`config.mk`:
```
export PLATFORM = sky130hd
export DESIGN_NAME = priority_index_serializer_flat
export DESIGN_NICKNAME = d
export VERILOG_FILES = /design/src/rtl/priority_pkg.sv /design/src/rtl/priority_index_serializer_if.sv /design/src/rtl/priority_index_serializer_onehot_to_index.sv /design/src/rtl/priority_index_serializer.sv /design/src/flat_wrapper.sv
export SDC_FILE = /design/constraint.sdc
export NUM_CORES = 1
export LEC_CHECK = 0
export CAP_MARGIN = 40
export CORE_MARGIN = 2
export CORE_UTILIZATION = 52
export CTS_BUF_LIST = sky130_fd_sc_hd__clkbuf_2
export DETAILED_ROUTE_END_ITERATION = 7
export GPL_TIMING_DRIVEN = 0
export PLACE_DENSITY = 0.82
export RECOVER_POWER = 100
export SLEW_MARGIN = 25
export SYNTH_ARGS = -nofsm -noshare
export SYNTH_HDL_FRONTEND = slang
export SYNTH_SLANG_ARGS = --single-unit
export TNS_END_PERCENT = 1
```
`constraint.sdc`:
```
create_clock -name clk_i -period 2.8 [get_ports clk_i]
set_input_delay 0.84 -clock clk_i [delete_from_list [all_inputs] [get_ports clk_i]]
set_output_delay 0.84 -clock clk_i [all_outputs]
set_load 0.02 [all_outputs]
```
`src/rtl/priority_pkg.sv`:
```
`timescale 1ns/1ps
`default_nettype none
// ============================================================================
//  Module      : priority_pkg
//  Description : Shared definitions for the priority encoder / index
//                serializer pair: default width, index-width and frame-length
//                helpers, and the serializer state encoding.
//  Revision    : 1.0 - initial release
// ============================================================================
package priority_pkg;

  localparam int DEFAULT_WIDTH = 8;

  // Bit-index width for a one-hot of the given width. A 1-bit floor keeps
  // the index buses legal even for degenerate widths.
  function automatic int idx_w(input int width);
    return (width < 2) ? 1 : $clog2(width);
  endfunction

  // Serial frame length: NZ flag followed by the left and right indices.
  function automatic int frame_len(input int width);
    return 1 + 2 * idx_w(width);
  endfunction

  localparam int FRAME_LEN = frame_len(DEFAULT_WIDTH);

  // The state names the field currently being presented on the serial line.
  typedef enum logic [1:0] {
    IDLE  = 2'd0,
    FLAG  = 2'd1,
    LEFT  = 2'd2,
    RIGHT = 2'd3
  } state_t;

endpackage : priority_pkg
`default_nettype wire

```
`src/rtl/priority_index_serializer_if.sv`:
```
`timescale 1ns/1ps
`default_nettype none
// ============================================================================
//  Module      : priority_index_serializer_if
//  Description : Bundles the one-hot input pair and the serial output side of
//                the index serializer.
//  Ports       : data_left_i / data_right_i [WIDTH] - one-hot pair
//                data_val_i      - pair valid (single-cycle pulse)
//                ser_data_o      - serial frame bit
//                ser_data_val_o  - serial bit valid
//                busy_o          - frame in progress, inputs ignored
//                err_o           - malformed pair pulse
//                modport master: drives the pair; modport slave: the serializer
//  Revision    : 1.0 - initial release
// ============================================================================
interface priority_index_serializer_if
  import priority_pkg::*;
#(
  parameter int WIDTH = DEFAULT_WIDTH
);

  logic [WIDTH-1:0] data_left_i;
  logic [WIDTH-1:0] data_right_i;
  logic             data_val_i;
  logic             ser_data_o;
  logic             ser_data_val_o;
  logic             busy_o;
  logic             err_o;

  modport master (
    output data_left_i,
    output data_right_i,
    output data_val_i,
    input  ser_data_o,
    input  ser_data_val_o,
    input  busy_o,
    input  err_o
  );

  modport slave (
    input  data_left_i,
    input  data_right_i,
    input  data_val_i,
    output ser_data_o,
    output ser_data_val_o,
    output busy_o,
    output err_o
  );

endinterface : priority_index_serializer_if
`default_nettype wire

```
`src/rtl/priority_index_serializer_onehot_to_index.sv`:
```
`timescale 1ns/1ps
`default_nettype none
// ============================================================================
//  Module      : onehot_to_index
//  Description : Combinational one-hot to binary index converter with
//                classification flags.
//  Ports       : data_i   [WIDTH] - candidate one-hot vector
//                index_o  [IDX_W] - bit position (valid when onehot_o=1)
//                zero_o           - no bit set
//                onehot_o         - exactly one bit set
//  Revision    : 1.0 - initial release
// ============================================================================
module onehot_to_index
  import priority_pkg::*;
#(
  parameter  int WIDTH = DEFAULT_WIDTH,
  localparam int IDX_W = idx_w(WIDTH)
) (
  input  logic [WIDTH-1:0] data_i,
  output logic [IDX_W-1:0] index_o,
  output logic             zero_o,
  output logic             onehot_o
);

  logic w_multi;

  // OR-reduction of the positions of all set bits; exact for a one-hot
  // vector, and don't-care otherwise because onehot_o flags that case.
  always_comb begin
    index_o = '0;
    for (int i = 0; i < WIDTH; i++) begin
      if (data_i[i]) begin
        index_o = index_o | IDX_W'(i);
      end
    end
  end

  // Clearing the lowest set bit leaves something only if two or more were set.
  assign w_multi  = |(data_i & (data_i - WIDTH'(1)));
  assign zero_o   = ~|data_i;
  assign onehot_o = ~zero_o & ~w_multi;

endmodule : onehot_to_index
`default_nettype wire

```
`src/rtl/priority_index_serializer.sv`:
```
`timescale 1ns/1ps
`default_nettype none
// ============================================================================
//  Module      : priority_index_serializer
//  Description : Accepts a left/right one-hot pair, converts both to bit
//                indices and shifts out a frame {NZ, left_idx, right_idx},
//                MSB first, one bit per clock. Malformed pairs raise err_o
//                instead of producing a frame. All outputs are registered.
//  Ports       : clk_i   - clock
//                srst_i  - synchronous active-high reset
//                bus     - priority_index_serializer_if.slave
//  Revision    : 1.0 - initial release
// ============================================================================
module priority_index_serializer
  import priority_pkg::*;
#(
  parameter int WIDTH = DEFAULT_WIDTH
) (
  input  logic                          clk_i,
  input  logic                          srst_i,
  priority_index_serializer_if.slave    bus
);

  localparam int IDX_W = idx_w(WIDTH);
  localparam logic [IDX_W-1:0] c_cnt_init = IDX_W'(IDX_W - 1);

  // Index converters
  logic [IDX_W-1:0] w_left_idx;
  logic [IDX_W-1:0] w_right_idx;
  logic             w_left_zero;
  logic             w_right_zero;
  logic             w_left_onehot;
  logic             w_right_onehot;

  onehot_to_index #(.WIDTH(WIDTH)) u_left_conv (
    .data_i   (bus.data_left_i),
    .index_o  (w_left_idx),
    .zero_o   (w_left_zero),
    .onehot_o (w_left_onehot)
  );

  onehot_to_index #(.WIDTH(WIDTH)) u_right_conv (
    .data_i   (bus.data_right_i),
    .index_o  (w_right_idx),
    .zero_o   (w_right_zero),
    .onehot_o (w_right_onehot)
  );

  // Registers
  state_t           r_state;
  logic [IDX_W-1:0] r_left_sr;
  logic [IDX_W-1:0] r_right_sr;
  logic [IDX_W-1:0] r_cnt;
  logic             r_ser_data;
  logic             r_ser_val;
  logic             r_busy;
  logic             r_err;

  // Next-state values
  state_t           w_state_nxt;
  logic [IDX_W-1:0] w_left_sr_nxt;
  logic [IDX_W-1:0] w_right_sr_nxt;
  logic [IDX_W-1:0] w_cnt_nxt;
  logic             w_ser_data_nxt;
  logic             w_ser_val_nxt;
  logic             w_err_nxt;

  // Classification of the presented pair
  logic w_accept;
  logic w_zero_pair;
  logic w_norm_pair;

  // Acceptance looks at the registered busy flag only, so there is no
  // combinational path from the inputs to any output.
  assign w_accept    = bus.data_val_i & ~r_busy;
  assign w_zero_pair = w_left_zero & w_right_zero;
  assign w_norm_pair = w_left_onehot & w_right_onehot;

  // Outputs are computed one cycle ahead: each transition also produces the
  // bit that will be on the line while the machine sits in the new state.
  always_comb begin
    w_state_nxt    = r_state;
    w_left_sr_nxt  = r_left_sr;
    w_right_sr_nxt = r_right_sr;
    w_cnt_nxt      = r_cnt;
    w_ser_data_nxt = 1'b0;
    w_ser_val_nxt  = 1'b0;
    w_err_nxt      = 1'b0;

    case (r_state)
      IDLE: begin
        if (w_accept) begin
          if (w_zero_pair || w_norm_pair) begin
            w_state_nxt    = FLAG;
            w_left_sr_nxt  = w_norm_pair ? w_left_idx  : '0;
            w_right_sr_nxt = w_norm_pair ? w_right_idx : '0;
            w_ser_data_nxt = w_norm_pair;
            w_ser_val_nxt  = 1'b1;
          end else begin
            w_err_nxt = 1'b1;
          end
        end
      end

      FLAG: begin
        w_state_nxt    = LEFT;
        w_ser_data_nxt = r_left_sr[IDX_W-1];
        w_ser_val_nxt  = 1'b1;
        w_left_sr_nxt  = r_left_sr << 1;
        w_cnt_nxt      = c_cnt_init;
      end

      LEFT: begin
        w_ser_val_nxt = 1'b1;
        if (r_cnt == '0) begin
          w_state_nxt    = RIGHT;
          w_ser_data_nxt = r_right_sr[IDX_W-1];
          w_right_sr_nxt = r_right_sr << 1;
          w_cnt_nxt      = c_cnt_init;
        end else begin
          w_ser_data_nxt = r_left_sr[IDX_W-1];
          w_left_sr_nxt  = r_left_sr << 1;
          w_cnt_nxt      = r_cnt - IDX_W'(1);
        end
      end

      RIGHT: begin
        if (r_cnt == '0) begin
          w_state_nxt = IDLE;
          w_cnt_nxt   = '0;
        end else begin
          w_ser_val_nxt  = 1'b1;
          w_ser_data_nxt = r_right_sr[IDX_W-1];
          w_right_sr_nxt = r_right_sr << 1;
          w_cnt_nxt      = r_cnt - IDX_W'(1);
        end
      end

      default: begin
        w_state_nxt = IDLE;
      end
    endcase
  end

  always_ff @(posedge clk_i) begin
    if (srst_i) begin
      r_state    <= IDLE;
      r_left_sr  <= '0;
      r_right_sr <= '0;
      r_cnt      <= '0;
      r_ser_data <= 1'b0;
      r_ser_val  <= 1'b0;
      r_busy     <= 1'b0;
      r_err      <= 1'b0;
    end else begin
      r_state    <= w_state_nxt;
      r_left_sr  <= w_left_sr_nxt;
      r_right_sr <= w_right_sr_nxt;
      r_cnt      <= w_cnt_nxt;
      r_ser_data <= w_ser_data_nxt;
      r_ser_val  <= w_ser_val_nxt;
      r_busy     <= (w_state_nxt != IDLE);
      r_err      <= w_err_nxt;
    end
  end

  assign bus.ser_data_o     = r_ser_data;
  assign bus.ser_data_val_o = r_ser_val;
  assign bus.busy_o         = r_busy;
  assign bus.err_o          = r_err;

endmodule : priority_index_serializer
`default_nettype wire

```
`src/flat_wrapper.sv`:
```
// flat-port wrapper written by rule: the top's interface ports become plain ports
module priority_index_serializer_flat import priority_pkg::*;
#(
  parameter int WIDTH = DEFAULT_WIDTH
)
  (clk_i, srst_i, bus_data_left_i, bus_data_right_i, bus_data_val_i, bus_ser_data_o, bus_ser_data_val_o, bus_busy_o, bus_err_o);
  priority_index_serializer_if #(.WIDTH(WIDTH)) bus_i ();
  input  logic clk_i;
  input  logic srst_i;
  input wire logic [$bits(bus_i.data_left_i)-1:0] bus_data_left_i;
  input wire logic [$bits(bus_i.data_right_i)-1:0] bus_data_right_i;
  input wire logic [$bits(bus_i.data_val_i)-1:0] bus_data_val_i;
  output wire logic [$bits(bus_i.ser_data_o)-1:0] bus_ser_data_o;
  output wire logic [$bits(bus_i.ser_data_val_o)-1:0] bus_ser_data_val_o;
  output wire logic [$bits(bus_i.busy_o)-1:0] bus_busy_o;
  output wire logic [$bits(bus_i.err_o)-1:0] bus_err_o;
  assign bus_i.data_left_i = bus_data_left_i;
  assign bus_i.data_right_i = bus_data_right_i;
  assign bus_i.data_val_i = bus_data_val_i;
  assign bus_ser_data_o = bus_i.ser_data_o;
  assign bus_ser_data_val_o = bus_i.ser_data_val_o;
  assign bus_busy_o = bus_i.busy_o;
  assign bus_err_o = bus_i.err_o;
  priority_index_serializer #(.WIDTH(WIDTH)) u_core (.clk_i(clk_i), .srst_i(srst_i), .bus(bus_i));
endmodule
```
==> reports/results.tsv, run 1 <==
metric	value	unit
row count	16	
CTS tree	done	
Clock Sink Count	15	
final hold vios	0	
core footprint	0.00198	mm2
initial antenna violation count	0	
routed via count	1205	
min-delay worst type	flip-flop to flip-flop	
number of fill cells	137	
cell area after layout	0.00150	mm2
Avg Cell Area, Syn	8.00	um2
worst slew pin tran	0.546	ns
complex-gate fraction of the synthesized area	33.3	%
die height	50.1	um
Post-Synthesis Cell Area	0.00110	mm2
Final GP Congestion	0.881	
number of global-route vias before repair	1154	
ANT nets after route	0	
CTS root buf	clkbuf_2	
Place WS	-0.464	ns
Port Buffer Count	21	
Post-Synth Simple-Gate Area	27.2	%
FF+latch count, synth	15	
Synth Area in Adders	7.94	%
area grow syn2layout	35.5	%
critical path's slowest cell	clkdlybuf4s50_1	
area of the multi-input gates	836	um2
Crit path top cell by count	a21o_2	
Tcrit/Tclk final	101	%
H-tree depth	1	
largest net degree at the start of global routing	11	
fmax	0.355	GHz
first-pass GRT wire length	5060	um
Max Slew Vio Count	0	
mux contribution to synthesized area	0.907	%
critical path arrival	3.00	ns
Worst Path Buf+Inv	2	
Top-Level Pins	23	
Reg clk slew, reported paths	0.13	ns
LEAKAGE	0.612	nW
Iteration-0 DRC Markers	42	
DRT Wirelength	3110	um
crit path time final	2.82	ns
Power Dens Cells	268	mW/mm2
Synth Flop Type	dfxtp_1	
GRT overflow	0	
crit-path max cell delay	0.49	ns
synthesized instance count	138	
violated checks	setup timing	
total global-route track usage	25.8	%
crit-path max FO	5	
Final setup viols	1	
Worst-Skew Late Latency	0.29	ns
Max Buffers Root-to-Sink	2	
Die Width	50.1	um
Crit path max-delay family	compound AO/OA/AOI/OAI gates	
Reg area	300	um2
critical path required time	2.98	ns
Syn Nets	164	
Post-synth EDFFs	0	
final worst slack	-0.0175	ns
dpl cell area	0.00135	mm2
Initial Utilization	55.7	%
sequential share of the synthesized area	27.2	%
xor-xnor portion of the synthesized cell area	0	%
Worst Skew	0.00367	ns
largest family of logic cells by synthesized area	compound AO/OA/AOI/OAI gates	
Syn. warnings	0	
WL/cell	15.8	um
HPWL reported at the end of detailed placement	2070	um
Setup crit start kind	primary input	
status	finished with violations	
Remaining DRCs	0	
Die Footprint	0.00251	mm2
ys async rst share	0	%
total CTS buffers	3	
DRT Pass-1 Iters	4	
WS Path Type	primary input to flip-flop	
Worst Setup End Kind	flip-flop	
final net count	197	
ANT cells	0	
Yosys cell types	38	
maxcap violations	0	
maximum vdd drop	303	uV
worst path cell trace	clkdlybuf4s50_1 > or4_4 > a21o_2 > a21o_2 > o31ai_4 > buf_6 > a21oi_1 > a311oi_1	
share of cells above drive strength 1	17.1	%
Rel. slew slack	63.4	%
Via density	6.12	
-- metrics by stage --
stage	total power, W	hold WS, ns	TNS, ns	util, %	instances
finish	0.000400	0.512	-0.0175	75.4	197
floorplan	0.000249	0.450	0	-	138
global route	0.000420	0.545	-0.00965	75.4	197
global placement	0.000288	0.463	-3.31	68.0	186
detailed placement	0.000290	0.479	-4.20	68.0	186
CTS	0.000394	0.498	0	72.4	194
-- tightest hold or removal path, stage by stage (launching register included) --
cell and delay, ns:
dfxtp_1 0.34, nand2b_1 0.06, o21ai_0 0.07
-- registers in the layout (all words and copies together), names as in the netlist --
name,flops
u_core.bus.busy_o,1
u_core.bus.err_o,1
u_core.bus.ser_data_o,1
u_core.bus.ser_data_val_o,1
u_core.r_cnt,3
u_core.r_left_sr,3
u_core.r_right_sr,3
u_core.r_state,2
-- final cells by class --
class                   instances  share of cell area [%]
well taps                      27                    2.26
repair buffers                 27                    17.9
inverters                       6                    1.51
clock buffers                   4                    1.34
flip-flops and latches         15                    20.1
multi-input cells             114                    55.9
plain buffers                   4                    1.00
-- power breakdown --
part	switching, W	internal [W]	total, W
Combinational	0.0000430	0.0000367	0.0000797
Clock	0.0000680	0.0000379	0.000106
Sequential	0.000000155	0.000214	0.000214
Total	0.000111	0.000289	0.000400
-- worst paths after layout --
path | slack [ns] | to | depth (start not counted) | start
hold / removal | 0.51 | u_core.r_left_sr[0] | 2 | u_core.r_left_sr[0]
hold reg to reg | 0.51 | u_core.r_left_sr[0] | 2 | u_core.r_left_sr[0]
setup reg to reg | 0.71 | u_core.r_left_sr[2] | 6 | u_core.r_state[0]
setup / recovery | -0.02 | u_core.r_left_sr[2] | 8 | bus_data_left_i[5]
-- what timing repair did --
item,in CTS,in global routing
cloned,1,0
setup endpoints to repair,8,8
pin swaps,6,7
buffers inserted,3,3
hold buffers,0,0
resized for setup,11,12
-- layout by cell type, fill, tap and decap left out, drive strengths merged, types with 3 or more instances in the layout --
cell           instances
o21ai                  7
dfxtp                 15
dlygate4sd3            4
a211oi                 9
o22ai                  3
clkdlybuf4s50          8
ha                     7
nand2b                 5
and2                   3
dlygate4sd2            3
inv                    6
buf                    6
clkbuf                 8
nand2                  9
dlymetal6s2s           5
a21oi                 14
nor4                   5
a21boi                 4
nor3                   7
nor2                  15
-- logic make-up after synthesis --
| kind of cell | count (synthesis) |
|---|---|
| AOI/OAI and AO/OA | 50 |
| DFF | 15 |
| adders and majority gates | 7 |
| buffers and inverters | 10 |
| and+or+nand+nor | 55 |
| muxes | 1 |
-- cell usage after synthesis, types with 3 or more instances --
| master | instances | area, um2 |
|---|---|---|
| nor2_1 | 15 | 56.3 |
| nor4_1 | 5 | 31.3 |
| o21ai_0 | 7 | 35.0 |
| nor3_1 | 5 | 25.0 |
| inv_1 | 6 | 22.5 |
| a21boi_0 | 4 | 30.0 |
| nand2_1 | 9 | 33.8 |
| o22ai_1 | 3 | 18.8 |
| ha_1 | 7 | 87.6 |
| and2_1 | 3 | 18.8 |
| clkbuf_1 | 3 | 11.3 |
| dfxtp_1 | 15 | 300 |
| nand2b_1 | 5 | 31.3 |
| a21oi_1 | 14 | 70.1 |
| a211oi_1 | 8 | 60.1 |
-- layer usage --
metal / global-route usage, % / vias to the layer above / wire, um
li1: - / 584 / -
met1: 35.3 / 563 / 1350
met2: 42.3 / 52 / 1500
met3: 6.06 / 6 / 221
met4: 2.78 / 0 / 36
met5: 0 / - / 0
(Power assumes the default switching activity.)
==> inputs of run 2 (changes only) <==
==> constraint.sdc (replaced) <==
create_clock -name clk_i -period 2.8 [get_ports clk_i]
set_input_delay 0.84 -clock clk_i [delete_from_list [all_inputs] [get_ports clk_i]]
set_output_delay 0.84 -clock clk_i [all_outputs]
set_load 0.05 [all_outputs]
==> results of run 2 <==
Same layout as run 1 (identical final DEF). Status: finished with violations: setup timing.
Among the figures that moved: total power 0.000400 W -> 0.000402 W
